==> src/rtl/calculator_entry_fsm.sv <==
// Keypad entry controller: builds two decimal operands and a one-hot operator from key strobes,
// then holds them while the downstream calculation stage's answer is displayed.
module calculator_entry_fsm #(
  parameter int MAX_DIGITS = 5
) (
  input  logic        IN_clk,
  input  logic        IN_reset_n,
  input  logic        IN_key_valid,
  input  logic [3:0]  IN_key_code,
  input  logic [31:0] IN_answer,
  input  logic        IN_is_negative,
  output logic [15:0] OUT_num1,
  output logic [15:0] OUT_num2,
  output logic [2:0]  OUT_operation_code,
  output logic        OUT_show_answer,
  output logic        OUT_entering_b,
  output logic        OUT_key_rejected
);

  localparam logic [2:0] MAX_CNT    = 3'(MAX_DIGITS);
  localparam logic [3:0] KEY_EQUALS = 4'd13;
  localparam logic [3:0] KEY_CLEAR  = 4'd14;
  localparam logic [3:0] KEY_BKSP   = 4'd15;

  typedef enum logic [1:0] {
    ENTER_A = 2'd0,
    ENTER_B = 2'd1,
    SHOW    = 2'd2
  } state_t;

  typedef struct packed {
    logic        ok;
    logic [15:0] val;
    logic [2:0]  cnt;
  } acc_t;

  state_t      state, state_nxt;
  logic [15:0] num1, num1_nxt, num2, num2_nxt;
  logic [2:0]  op, op_nxt;
  logic [2:0]  cnt_a, cnt_a_nxt, cnt_b, cnt_b_nxt;
  logic        rejected, rej_nxt;
  logic        is_digit, is_op;
  acc_t        acc_a, acc_b;

  // A lone leading zero is replaced by the next digit rather than shifted, so it never counts twice.
  function automatic acc_t accumulate(input logic [15:0] cur, input logic [2:0] cnt,
                                      input logic [3:0] d);
    acc_t        res;
    logic [19:0] wide;
    wide    = ({4'd0, cur} * 20'd10) + {16'd0, d};
    res.ok  = 1'b0;
    res.val = cur;
    res.cnt = cnt;
    if (cur == 16'd0 && cnt == 3'd1) begin
      if (d != 4'd0) begin
        res.ok  = 1'b1;
        res.val = {12'd0, d};
      end
    end else if (cnt < MAX_CNT && wide <= 20'd65535) begin
      res.ok  = 1'b1;
      res.val = wide[15:0];
      res.cnt = cnt + 3'd1;
    end
    return res;
  endfunction

  function automatic logic [2:0] op_onehot(input logic [3:0] code);
    case (code)
      4'd10:   op_onehot = 3'b001;
      4'd11:   op_onehot = 3'b010;
      default: op_onehot = 3'b100;
    endcase
  endfunction

  always_ff @(posedge IN_clk or negedge IN_reset_n) begin
    if (!IN_reset_n) begin
      state    <= ENTER_A;
      num1     <= 16'd0;
      num2     <= 16'd0;
      op       <= 3'b000;
      cnt_a    <= 3'd0;
      cnt_b    <= 3'd0;
      rejected <= 1'b0;
    end else begin
      state    <= state_nxt;
      num1     <= num1_nxt;
      num2     <= num2_nxt;
      op       <= op_nxt;
      cnt_a    <= cnt_a_nxt;
      cnt_b    <= cnt_b_nxt;
      rejected <= rej_nxt;
    end
  end

  always_comb begin
    state_nxt = state;
    num1_nxt  = num1;
    num2_nxt  = num2;
    op_nxt    = op;
    cnt_a_nxt = cnt_a;
    cnt_b_nxt = cnt_b;
    rej_nxt   = 1'b0;
    is_digit  = (IN_key_code <= 4'd9);
    is_op     = (IN_key_code >= 4'd10) && (IN_key_code <= 4'd12);
    acc_a     = accumulate(num1, cnt_a, IN_key_code);
    acc_b     = accumulate(num2, cnt_b, IN_key_code);

    if (IN_key_valid && IN_key_code == KEY_CLEAR) begin
      state_nxt = ENTER_A;
      num1_nxt  = 16'd0;
      num2_nxt  = 16'd0;
      op_nxt    = 3'b000;
      cnt_a_nxt = 3'd0;
      cnt_b_nxt = 3'd0;
    end else begin
      case (state)
        ENTER_A: begin
          if (IN_key_valid) begin
            if (is_digit) begin
              if (acc_a.ok) begin
                num1_nxt  = acc_a.val;
                cnt_a_nxt = acc_a.cnt;
              end else begin
                rej_nxt = 1'b1;
              end
            end else if (IN_key_code == KEY_BKSP) begin
              if (cnt_a != 3'd0) begin
                num1_nxt  = num1 / 16'd10;
                cnt_a_nxt = cnt_a - 3'd1;
              end else begin
                rej_nxt = 1'b1;
              end
            end else if (is_op && cnt_a != 3'd0) begin
              op_nxt    = op_onehot(IN_key_code);
              num2_nxt  = 16'd0;
              cnt_b_nxt = 3'd0;
              state_nxt = ENTER_B;
            end else begin
              rej_nxt = 1'b1;
            end
          end
        end
        ENTER_B: begin
          if (IN_key_valid) begin
            if (is_digit) begin
              if (acc_b.ok) begin
                num2_nxt  = acc_b.val;
                cnt_b_nxt = acc_b.cnt;
              end else begin
                rej_nxt = 1'b1;
              end
            end else if (IN_key_code == KEY_BKSP) begin
              if (cnt_b != 3'd0) begin
                num2_nxt  = num2 / 16'd10;
                cnt_b_nxt = cnt_b - 3'd1;
              end else begin
                rej_nxt = 1'b1;
              end
            end else if (is_op && cnt_b == 3'd0) begin
              op_nxt = op_onehot(IN_key_code);
            end else if (IN_key_code == KEY_EQUALS && cnt_b != 3'd0) begin
              state_nxt = SHOW;
            end else begin
              rej_nxt = 1'b1;
            end
          end
        end
        SHOW: begin
          if (IN_key_valid) begin
            if (is_digit) begin
              num1_nxt  = {12'd0, IN_key_code};
              cnt_a_nxt = 3'd1;
              num2_nxt  = 16'd0;
              cnt_b_nxt = 3'd0;
              op_nxt    = 3'b000;
              state_nxt = ENTER_A;
            end else if (is_op && !IN_is_negative && IN_answer[31:16] == 16'd0) begin
              // Saturated digit count stops the chained answer from being extended with more digits.
              num1_nxt  = IN_answer[15:0];
              cnt_a_nxt = MAX_CNT;
              num2_nxt  = 16'd0;
              cnt_b_nxt = 3'd0;
              op_nxt    = op_onehot(IN_key_code);
              state_nxt = ENTER_B;
            end else begin
              rej_nxt = 1'b1;
            end
          end
        end
        default: state_nxt = ENTER_A;
      endcase
    end
  end

  assign OUT_num1           = num1;
  assign OUT_num2           = num2;
  assign OUT_operation_code = op;
  assign OUT_show_answer    = (state == SHOW);
  assign OUT_entering_b     = (state == ENTER_B);
  assign OUT_key_rejected   = rejected;

endmodule

==> config.mk <==
export PLATFORM = sky130hd
export DESIGN_NAME = calculator_entry_fsm
export DESIGN_NICKNAME = d
export VERILOG_FILES = /design/src/rtl/calculator_entry_fsm.sv
export SDC_FILE = /design/constraint.sdc
export NUM_CORES = 1
export LEC_CHECK = 0
export CAP_MARGIN = 0
export CORE_ASPECT_RATIO = 1.75
export CORE_MARGIN = 5
export CORE_UTILIZATION = 45
export CTS_CLUSTER_SIZE = 25
export DETAILED_ROUTE_END_ITERATION = 6
export PLACE_DENSITY = 0.65
export SLEW_MARGIN = 15
export SYNTH_ARGS = -nofsm -noshare
export SYNTH_HDL_FRONTEND = slang
export SYNTH_SLANG_ARGS = --single-unit
export TNS_END_PERCENT = 30
==> constraint.sdc <==
create_clock -name IN_clk -period 5.1 [get_ports IN_clk]
set_input_delay 1.53 -clock IN_clk [delete_from_list [all_inputs] [get_ports IN_clk]]
set_output_delay 1.53 -clock IN_clk [all_outputs]
set_load 0.02 [all_outputs]
# Word level (Yosys, flattened, before mapping)
# Index checks and enable logic that the tools add are counted.
[classes] addsub=6 mul=2 div_mod_pow=2 magnitude_cmp=7 n_eq_ne=35 n_mux=101 n_reduce_logical=28
[ops] operator="2-to-1 mux 16 bit" count=22
[ops] operator="2-to-1 mux 3 bit" count=36
[ops] operator="2-to-1 mux 17 bit" count=3
[ops] operator="logical NOT 16 bit" count=3
[ops] operator="one-hot mux 16 bit (3 select lines)" count=1
[ops] operator="adder 20 x 4 -> 20 bit" count=2
[ops] operator="<= comparator 20 x 16 -> 1 bit (second input constant)" count=2
[ops] operator="2-to-1 mux 20 bit" count=2
[ops] operator="multiplier 16 x 3 -> 19 bit (second input constant)" count=2
[ops] operator="divider 16 x 4 -> 16 bit (second input constant)" count=2
[ops] operator="one-hot mux 16 bit (2 select lines)" count=1
[ops] operator="2-to-1 mux 2 bit" count=13
[ops] operator="AND reduction 13 bit" count=2
[ops] operator="AND reduction 11 bit" count=2
[ops] operator="equality test 4 bit (second input constant)" count=5
[ops] operator="!= test 4 bit (second input constant)" count=5
[ops] operator="!= test 3 bit (second input constant)" count=6
[ops] operator="one-hot mux 3 bit (3 select lines)" count=2
[ops] operator="AND reduction 9 bit" count=2
[ops] operator="2-to-1 mux 1 bit" count=17
[ops] operator="!= test 4 x 1 -> 1 bit (second input constant)" count=3
[ops] operator="one-hot mux 3 bit (2 select lines)" count=2
[ops] operator="logical AND 1 bit" count=11
[ops] operator="!= test 5 bit (second input constant)" count=2
[ops] operator="21 further kinds" count=33
[totals] ff_bits=44 input_bits=40 out_inout_bits=38 elab_cells=188

# Longest topological paths before layout
# Gate-level depths: netlist of run 1.
[depth] ltp_word=11 depth_mapped=22 mapped_depth_nobuf=21

# Least setup slack after synthesis of run 1
# Ideal clock, no wire load.
[synth_timing] path_kind="flip-flop to flip-flop" start="register num1[1] (netlist: OUT_num1[1])" end="register num1[7] (netlist: OUT_num1[7])" setup_time_ps=94 arrival_ps=4702 t_required_ps=5006 setup_slack_ps=304 stages_incl_launch_ff=22 path_buffers=1 period_less_slack_ps=4796 path_cell_list="dfrtp_1 ha_1 ha_1 inv_1 fa_1 nor2b_1 o21ai_0 a21boi_0 o21ai_0 a21boi_0 o21ai_0 a21oi_1 o21ai_0 nor3b_1 nor3b_1 nand4_1 a211oi_2 nor3_1 a21boi_1 clkbuf_1 nor2_1 a211oi_1"
[synth_between] elab_chain_cells=9 elab_cells_between_ends=20 cone_classes="add/sub: 1; mul: 1; div: 1; order compare: 1; eq/ne: 3; mux: 9; reduce/logical: 4"
[synth_lines] item="start: declaration" line="38" text="logic [15:0] num1, num1_nxt, num2, num2_nxt;"
[synth_lines] item="start signal: assignment" line="86" text="num1 <= num1_nxt;"
[synth_lines] item="branches (longest 9 deep; another with divider 16 x 4 -> 16 bit)"
# Parallel ways; which one is timed is not known. The select of a mux whose other input is x is not followed.
# A chain may end at the register's enable or synchronous reset.

# Worst setup path after layout of run 1
[layout_timing] start="register num1[2] (netlist: OUT_num1[2])" end="register num1[3] (netlist: OUT_num1[3])"
# The elaborated chain is that of the path after synthesis.

==> results_dict.tcl, run 1 <==
set metrics [dict create \
    slew_headroom_pct 57.71 \
    place_congestion 0.9136 \
    mostFrequentLayoutCell "nor2_1" \
    final.hold.worst_slack_ns 0.5267 \
    top_level_ports 78 \
    area.growth.synth_to_final_pct 19.79 \
    placement.io_buffers 77 \
    globalRoute.totalOverflow 0 \
    outcome "complete, no violations" \
    fmaxAchievable_ghz 0.2077 \
    postSynth.asyncResetShare_pct 100.0 \
    timing_max_transition_violations_final 0 \
    post-route-drc-count 0 \
    clk-insertion-delay-late_ns 0.30 \
    grt_pass1_wl_um 42170 \
    syn_inst 1112 \
    die_height_um 186.3 \
    max_slew.worst_pin.slew_ns 0.6343 \
    finalHoldViolCount 0 \
    synth.distinct_cells 103 \
    timing_worst_setup_path_type "flip-flop to flip-flop" \
    vias 8812 \
    grt_max_degree 45 \
    post_route_cells_drive_above_1_share_pct 11.97 \
    slowest_stage "dfrtp_1" \
    clockBufferDepth 2 \
    fillCellCount 1822 \
    design.die.area_um2 20630 \
    die_w_um 110.7 \
    std_cell_rows 64 \
    drv.max_cap_violation_count 0 \
    unrepaired_setup_endpoints_after_global_routing "true" \
    finalSetupViolations 0 \
    slowest_delay_ns 0.44 \
    initial_utilization_pct 45.78 \
    detail_route.vias_per_cell 6.145 \
    cts_tree "built" \
    cp_data_required_time_ns 5.28 \
    n_antenna_cell 0 \
    avgRoutedWirePerCell_um 18.36 \
    end_kind "flip-flop" \
    core-area_um2 17460 \
    path_cells "ha_1 > ha_1 > a21o_1 > a21oi_1 > o21ai_0 > a21oi_1 > o21ai_0 > a21oi_1 > xnor2_1 > nand4b_1 > nor3_2 > nor3b_2 > nand4_1 > a211oi_4 > nor3_1 > a21boi_2 > nor2_1 > o41ai_1" \
    routed_wirelength_um 26320 \
    hpwl_um 20750 \
    worst_ep_arrival_time_ns 5.00 \
    synth_nets 1230 \
    drt-initial-drc-count 613 \
    timing.final.crit_period_ns 4.815 \
    first_global_vias 8440 \
    syn-mean-instance-area_um2 7.187 \
    gr-usage-all-layers_pct 24.52 \
    min_path_type "flip-flop to flip-flop" \
    final.setup_skew_ns 0.01235 \
    worst_path_most_repeated_cell "a21oi_1" \
    final_cell_mix "115 x nor2_1, 105 x nand2_1, 81 x o21ai_0" \
    path_max_fanout 6 \
    cts_made_buffers 5 \
    post-route-period-util_pct 94.42 \
    worstSetupStartpointType "flip-flop" \
    cts.root.buffer_cell "clkbuf_16" \
    cts.sink_count 44 \
    worst_setup_hold_path_clk_slew_ns 0.07 \
    mappedNetlistArea_um2 7991 \
    design.final.nets 1320 \
    drt_pass1_iterations 5 \
    synth_ff_type "dfrtp_1" \
    synth.ff_latch_count 44 \
    synth-warning-count 0 \
    htree_num_levels 2 \
    antenna_found_initial 0 \
    antenna_left 0 \
    seq_area_frac_synth_pct 13.78 \
    number_of_enable_flip_flop_cells_after_synthesis 0 \
]
-- layer usage --
metal	up-vias	GRT usage, %	share of wire (%)
li1	4281	-	-
met1	4206	25.15	36
met2	250	49.59	56
met3	75	2.169	3.6
met4	0	11.44	4.6
met5	-	0	0
-- stage by stage --
stage / instance area (um^2) / setup WS (ns) / TNS [ns] / instances / utilization, %
after global routing: 9573 / -0.05930 / -0.07687 / 1434 / 54.84
final: 9573 / 0.2847 / 0 / 1434 / 54.84
after detailed placement: 9285 / 0.05515 / 0 / 1425 / 53.19
after global placement: 9285 / 0.1608 / 0 / 1425 / 53.19
after CTS: 9468 / 0.05282 / 0 / 1433 / 54.24
after floorplan: 7991 / 0.3040 / 0 / 1112 / -
-- synth_stat cells, drive strengths merged (19+ instances only) --
cell type,instances,area (um^2)
a21oi,75,375.4
dfrtp,44,1101
nor3,38,190.2
ha,74,925.9
clkbuf,45,170.2
nand2,106,400.4
nor2,116,437.9
xnor2,37,376.6
nand3,35,175.2
o21ai,91,459.2
a211oi,26,205.2
nor2b,19,118.9
inv,55,206.5
buf,24,158.9
-- cells by family after synthesis --
group                    count (synthesis)  synth area share [%]
AND/OR/NAND/NOR                        428                 26.62
AO/OA/AOI/OAI                          363                 31.09
buffers and inverters                  127                 6.842
adder cells (fa/ha/maj)                 81                 12.98
XOR/XNOR                                53                 6.466
flip-flops                              44                 13.78
multiplexers                            16                 2.223
-- what timing repair did --
item / 4_1_cts / 5_1_grt
gates resized for setup: 0 / 26
hold buffers: 0 / 0
buffers inserted: 0 / 1
setup endpoints to repair: 0 / 37
-- registers in the layout, indices dropped and copies added, names as in the netlist --
register,count
state,2
cnt_a,3
OUT_operation_code,3
OUT_num2,16
OUT_key_rejected,1
cnt_b,3
OUT_num1,16
-- path summary, 6_finish.rpt --
kind | startpoint | endpoint | slack, ns | cells past startpoint
max in group asynchronous | IN_reset_n | OUT_num1[15] | 3.29 | 2
worst max register to register | OUT_num1[2] | OUT_num1[3] | 0.28 | 18
worst min register to register | OUT_operation_code[0] | OUT_operation_code[0] | 0.53 | 1
min in group asynchronous | IN_reset_n | OUT_num1[6] | 1.33 | 2
worst min-delay path | OUT_operation_code[0] | OUT_operation_code[0] | 0.53 | 1
worst max-delay path | OUT_num1[2] | OUT_num1[3] | 0.28 | 18
-- area by class of cell --
| cell class | instances | area (um^2) | share of cell area (%) |
|---|---|---|---|
| Tap cell | 231 | 289.0 | 3.019 |
| Timing Repair Buffer | 152 | 1333 | 13.92 |
| Clock inverter | 1 | 30.03 | 0.3137 |
| Multi-Input combinational cell | 941 | 6442 | 67.30 |
| Sequential cell | 44 | 1105 | 11.54 |
| Inverter | 58 | 221.5 | 2.313 |
| Clock buffer | 7 | 152.6 | 1.595 |
-- worst max-delay path: cells and delay by family (launching register included) --
| family | cells | cell delay [ns] |
|---|---|---|
| AOI/OAI and AO/OA | 9 | 2.19 |
| adders and majority gates | 2 | 0.65 |
| DFF | 1 | 0.44 |
| and+or+nand+nor | 6 | 1.17 |
| xor gates and xnor gates | 1 | 0.25 |
Power of run 1 is left out: the tool's default activity adds up to more than one toggle a clock period on the data nets, which glitch-free logic cannot reach.
==> run 2: changes to the inputs <==
--- a/config.mk
+++ b/config.mk
@@ -7,10 +7,10 @@
 export LEC_CHECK = 0
 export CAP_MARGIN = 0
 export CORE_ASPECT_RATIO = 1.75
-export CORE_MARGIN = 5
 export CORE_UTILIZATION = 45
 export CTS_CLUSTER_SIZE = 25
 export DETAILED_ROUTE_END_ITERATION = 6
+export GPL_ROUTABILITY_DRIVEN = 0
 export PLACE_DENSITY = 0.65
 export SLEW_MARGIN = 15
 export SYNTH_ARGS = -nofsm -noshare
==> results_dict.tcl, run 2 (same netlist as run 1, synthesis figures left out) <==
set metrics [dict create \
    outcome "complete, no violations" \
    detail_route.vias_per_cell 6.166 \
    unrepaired_setup_endpoints_after_global_routing "true" \
    worst_r2r_endpoint "OUT_num2[1]" \
    drt-initial-drc-count 427 \
    vias 8892 \
    rr_startpoint "OUT_num2[14]" \
    post_cts_hold_buffer_count 0 \
    mostFrequentLayoutCell "nor2_1" \
    initial_utilization_pct 45.78 \
    globalRoute.totalOverflow 0 \
    cts_tree "built" \
    cp_data_required_time_ns 5.29 \
    finalSetupViolations 0 \
    fmaxAchievable_ghz 0.2053 \
    antenna_found_initial 0 \
    timing_worst_setup_path_type "flip-flop to flip-flop" \
    worst_setup_hold_path_clk_slew_ns 0.07 \
    cts_made_buffers 5 \
    core-area_um2 17460 \
    timing_max_transition_violations_final 0 \
    worstHoldEndpoint "cnt_b[1]" \
    grt_pass1_wl_um 40640 \
    cts.sink_count 44 \
    top_level_ports 78 \
    placement.io_buffers 77 \
    hpwl_um 20500 \
    grt_max_degree 45 \
    worst_path_most_repeated_cell "a21oi_1" \
    post_layout_nonfiller_instances 1442 \
    htree_num_levels 2 \
    slew_headroom_pct 42.55 \
    drt_pass1_iterations 5 \
    hold_start "cnt_b[1]" \
    path_buf_inv 1 \
    finalHoldViolCount 0 \
    post-route-period-util_pct 95.49 \
    min_path_type "flip-flop to flip-flop" \
    design.final.nets 1328 \
    drv.max_cap_violation_count 0 \
    max_slew.worst_pin.slew_ns 0.8618 \
    path_max_fanout 16 \
    area.growth.synth_to_final_pct 19.88 \
    slowest_stage "or4_4" \
    std_cell_rows 64 \
    clockBufferDepth 2 \
    n_antenna_cell 0 \
    end_kind "flip-flop" \
    fillCellCount 1767 \
    gr-usage-all-layers_pct 28.44 \
    cp_delay_by_family_top "compound AO/OA/AOI/OAI gates" \
    path_cells "buf_4 > or3b_1 > a31oi_1 > a311oi_2 > a21boi_2 > a221o_1 > a22oi_4 > or2_2 > nor2_2 > or4_4 > mux2_2 > a221oi_2 > o21ai_2 > xnor2_4 > nor3_1 > a21oi_1 > a21oi_1 > o311a_1" \
    hold_depth 2 \
    post-route-drc-count 0 \
    r2r_slack_ns 0.23 \
    worst_ep_arrival_time_ns 5.06 \
    post_route_cells_drive_above_1_share_pct 11.97 \
    sum_neg_setup_slack_ns 0 \
    first_global_vias 8510 \
    avgRoutedWirePerCell_um 18.02 \
    worst-r2r-cell-count 18 \
    antenna_left 0 \
    worstSetupStartpointType "flip-flop" \
    placed_cells_incl_taps 1433 \
    die_height_um 178.3 \
    cts.root.buffer_cell "clkbuf_16" \
    final_cell_mix "115 x nor2_1, 105 x nand2_1, 82 x buf_4" \
    clk-insertion-delay-late_ns 0.30 \
    slowest_delay_ns 0.54 \
    design.die.area_um2 18320 \
    routed_wirelength_um 25990 \
    timing.final.crit_period_ns 4.870 \
    die_w_um 102.7 \
    final.setup_skew_ns 0.006005 \
]
[run 2: cell count changes in the layout (fill, tap and decap cells not counted), moves of 2 or more]
cell / before / now
a211oi_2: 1 / 3
o21ai_1: 7 / 9
o31ai_1: 8 / 11
clkbuf_8: 2 / 0
o31ai_2: 5 / 2
buf_4: 74 / 82
[run 2: tightest hold or removal path, cell delays in order (launching register included)]
cell	delay, ns
dfrtp_1	0.39
nand2_1	0.06
o21ai_0	0.06
[run 2: area by class of cell]
class | count | area [um^2] | area share [%]
Timing Repair Buffer | 160 | 1401 | 14.63
Inverter | 58 | 221.5 | 2.312
Tap cell | 231 | 289.0 | 3.017
Clock buffer | 5 | 125.1 | 1.306
Sequential cell | 44 | 1104 | 11.52
Multi-Input combinational cell | 941 | 6397 | 66.78
Clock inverter | 3 | 42.54 | 0.4440
[run 2: per-layer routing]
layer	routed length, um	GRT usage, %
met3	1052	3.331
met4	1509	17.55
met2	14300	55.75
met5	0	0
met1	9126	26.96
[run 2: worst max path at each step]
stage	startpoint	to	slack, ns	cells after the start
after floorplan	OUT_num1[1]	OUT_num1[7]	0.30	21
after global placement	IN_key_code[2]	OUT_num1[9]	0.25	15
after detailed placement	OUT_num1[3]	OUT_num1[6]	0.14	21
after CTS	OUT_num1[3]	OUT_num1[6]	0.10	21
after global routing	OUT_num2[14]	OUT_num2[1]	-0.02	18
final	OUT_num2[14]	OUT_num2[1]	0.23	18
[run 2: per-stage QoR]
stage	hold slack (ns)	area [um^2]	utilization, %	setup WS (ns)
floorplan	0.4885	7991	-	0.3040
detailed placement	0.5279	9358	53.61	0.1376
CTS	0.5441	9525	54.57	0.1046
finish	0.5375	9580	54.88	0.2298
global route	0.5699	9580	54.88	-0.02297
global placement	0.5152	9358	53.61	0.2455
[run 2: timing repair]
item | CTS | global route
endpoints found under the setup margin | 0 | 33
buffers inserted | 0 | 1
resized for setup | 0 | 17
Power of run 2 is left out for the same reason.
==> patch, RTL diff (config.mk and constraints of run 1) <==
Remove the register `rejected`: a continuous assignment takes its place, so the output `OUT_key_rejected` follows one clock earlier.
--- a/src/rtl/calculator_entry_fsm.sv
+++ b/src/rtl/calculator_entry_fsm.sv
@@ -80,7 +80,6 @@
       op       <= 3'b000;
       cnt_a    <= 3'd0;
       cnt_b    <= 3'd0;
-      rejected <= 1'b0;
     end else begin
       state    <= state_nxt;
       num1     <= num1_nxt;
@@ -88,9 +87,10 @@
       op       <= op_nxt;
       cnt_a    <= cnt_a_nxt;
       cnt_b    <= cnt_b_nxt;
-      rejected <= rej_nxt;
     end
   end
+
+  assign rejected = rej_nxt;
 
   always_comb begin
     state_nxt = state;
Function: changed (Yosys sat finds a counterexample within 4 cycles, from zero or initial values and one cycle with IN_reset_n low).
==> patch against run 1 <==
Routed wire length grew 21%; the run now ends with negative setup slack left; cell area is 20% higher; fmax down 15%; global-route usage up 3.4 points; synthesized area increased by 3.5%; critical endpoint is now OUT_key_rejected; sequential cell count decreased by 1; worst setup slack got worse by 0.82 ns; critical path type is now flip-flop to output pin.
Power is not shown: default switching activity piles up to over one toggle a cycle in this logic, so the estimate is an artifact.
==> patch: results (changes against run 1) <==
Logic synthesis
  • Post-synthesis sequential area ratio: 13.0% (-0.77 points)
  • Main area contributors after synthesis: dfrtp_1 13%, ha_1 11%, o21ai_0 5.7%, a21oi_1 5.0%, nand2_1 4.7%
  • Commonest cells post-synth: 104 x nand2_1, 102 x nor2_1, 94 x o21ai_0, 83 x a21oi_1, 74 x ha_1
  • Net Count, Synth: 1,265 (+2.8%)
  • Distinct cell type count after synthesis: 97 (-5.8%)
  • Number of warnings issued by yosys: 0 (unchanged)
  • Async S/R FF share, synth: 100% (unchanged)
  • Post-synth EDFFs: 0 (unchanged)

Drt
  • DR vias/cell: 6.30 (+2.5%)
  • Drt first pass iters: 5 (unchanged)
  • 1st-iter DRT viols: 744 (+21%)
  • Routed WL: 31,800 um (+21%)

Clock network
  • CTS buffer count: 5 (unchanged)
  • Root Buffer: clkbuf_16
  • CTS Buffer Depth: 2 (unchanged)
  • Htree depth: 2 (unchanged)
  • Skew-Pair Late Insertion Delay: 0.30 ns (about the same)
  • Clk slew on worst S/H paths: 0.07 ns (about the same)

STA
  • Setup Viol. Count Final: 1 (+1)
  • Setup ws final: -0.535 ns (-0.820 ns)
  • Worst slew pin tran: 0.794 ns (+0.160 ns)
  • Final Skew: 0.00732 ns (-0.00503 ns)

Placed design
  • Port Buffers: 77 (unchanged)
  • Gpl congestion: 0.941 (+3.0%)
  • Hpwl dp: 23,600 um (+14%)

Outcome
  • Outcome: complete, but fails checks
  • Failing checks: negative setup slack

Critical path
  • Critical Path AT: 4.11 ns (-0.89 ns)
  • Critical path peak fanout: 3 (-3)
  • Worst reg2reg path depth: 29 (+11)
  • Beginning of the critical path: OUT_num2[3]$_DFFE_PN0P_
  • R2R Setup Slk: 0.02 ns (-0.26 ns)
  • Worst R2R End: OUT_num2[0]$_DFFE_PN0P_
  • Critical path's top delay family: compound AO/OA/AOI/OAI gates
  • Max stage delay on crit path: 0.44 ns (about the same)
  • Slowest cell on crit path: dfrtp_1
  • Critical Path Sink: OUT_key_rejected

GRT
  • First-pass GRT wire length: 49,000 um (+16%)
  • Vias in the first global route: 10,100 (+20%)
  • Total GRT Usage: 27.9% (+3.4 points)
  • Initial antenna violation count: 0 (unchanged)
  • Largest net degree at the start of global routing: 44 (-2.2%)

Min path
  • Hold crit path type: flip-flop to flip-flop

Layout
  • Share of layout cells above drive strength 1: 25.0% (+13 points)
  • Nets: 1,505 (+14%)
  • Diodes inserted: 0 (unchanged)
==> patch: metal layers <==
metal / up-vias / GRT usage, % / wire length, um
li1: 4845 / - / -
met1: 4842 / 26.8 / 11000
met2: 366 / 54.7 / 17200
met3: 163 / 2.88 / 1130
met4: 0 / 18.1 / 2390
met5: - / 0 / 0
==> patch: logic make-up (layout without fill, tap and decap cells) <==
kind of cell,Yosys count,after routing,share of synthesized area (%)
adders and majority gates,80,80,12.4
DFF,43,43,13.0
muxes,28,28,3.54
xor gates and xnor gates,63,63,6.84
and+or+nand+nor,412,413,24.9
buffers and inverters,115,355,5.66
AOI/OAI and AO/OA,406,406,33.7
==> patch: what timing repair did <==
item                       in CTS  in global routing
pin swaps                      38                 46
setup buffers                  34                 16
hold buffers                    0                  0
resized for setup              78                 52
cloned                          0                  1
setup endpoints to repair       1                 22
==> patch: worst register-to-register path: cells and delay by family (launching register included) <==
| family | cells | cell delay [ns] |
|---|---|---|
| simple gates | 3 | 0.41 |
| compound gates | 9 | 1.53 |
| xor+xnor | 1 | 0.23 |
| mux | 2 | 0.46 |
| fa+ha+maj | 3 | 0.75 |
| buf+inv | 11 | 1.20 |
| flops | 1 | 0.44 |
==> patch: final cells by class <==
type,instances,area (um^2)
Multi-Input combinational cell,990,7300
Inverter,48,180
Clock inverter,1,5.00
Clock buffer,7,133
Tap cell,234,293
Timing Repair Buffer,299,2470
Fill cell,1636,6590
Sequential cell,43,1080
==> patch: through the flow <==
| stage | worst slack, ns | TNS, ns | instance area, um^2 | std cells | hold WS [ns] |
|---|---|---|---|---|---|
| final | -0.535 | -0.535 | 11500 | 1622 | 0.514 |
| after global routing | -0.666 | -1.28 | 11500 | 1622 | 0.546 |
| after CTS | -0.468 | -2.48 | 11100 | 1613 | 0.514 |
| after detailed placement | -1.27 | -1.27 | 10500 | 1571 | 0.498 |
| after global placement | -1.22 | -1.22 | 10500 | 1571 | 0.497 |
| after floorplan | -0.209 | -0.209 | 8320 | 1147 | 0.501 |
==> patch: worst min-delay path by stage <==
stage	from	endpoint	cells past startpoint
after global routing	OUT_operation_code[2]$_DFFE_PN0P_	OUT_operation_code[2]$_DFFE_PN0P_	1
after floorplan	state[0]$_DFFE_PN0P_	state[0]$_DFFE_PN0P_	2
after CTS	OUT_operation_code[2]$_DFFE_PN0P_	OUT_operation_code[2]$_DFFE_PN0P_	1
final	OUT_operation_code[2]$_DFFE_PN0P_	OUT_operation_code[2]$_DFFE_PN0P_	1
after global placement	OUT_operation_code[2]$_DFFE_PN0P_	OUT_operation_code[2]$_DFFE_PN0P_	1
after detailed placement	OUT_operation_code[2]$_DFFE_PN0P_	OUT_operation_code[2]$_DFFE_PN0P_	1
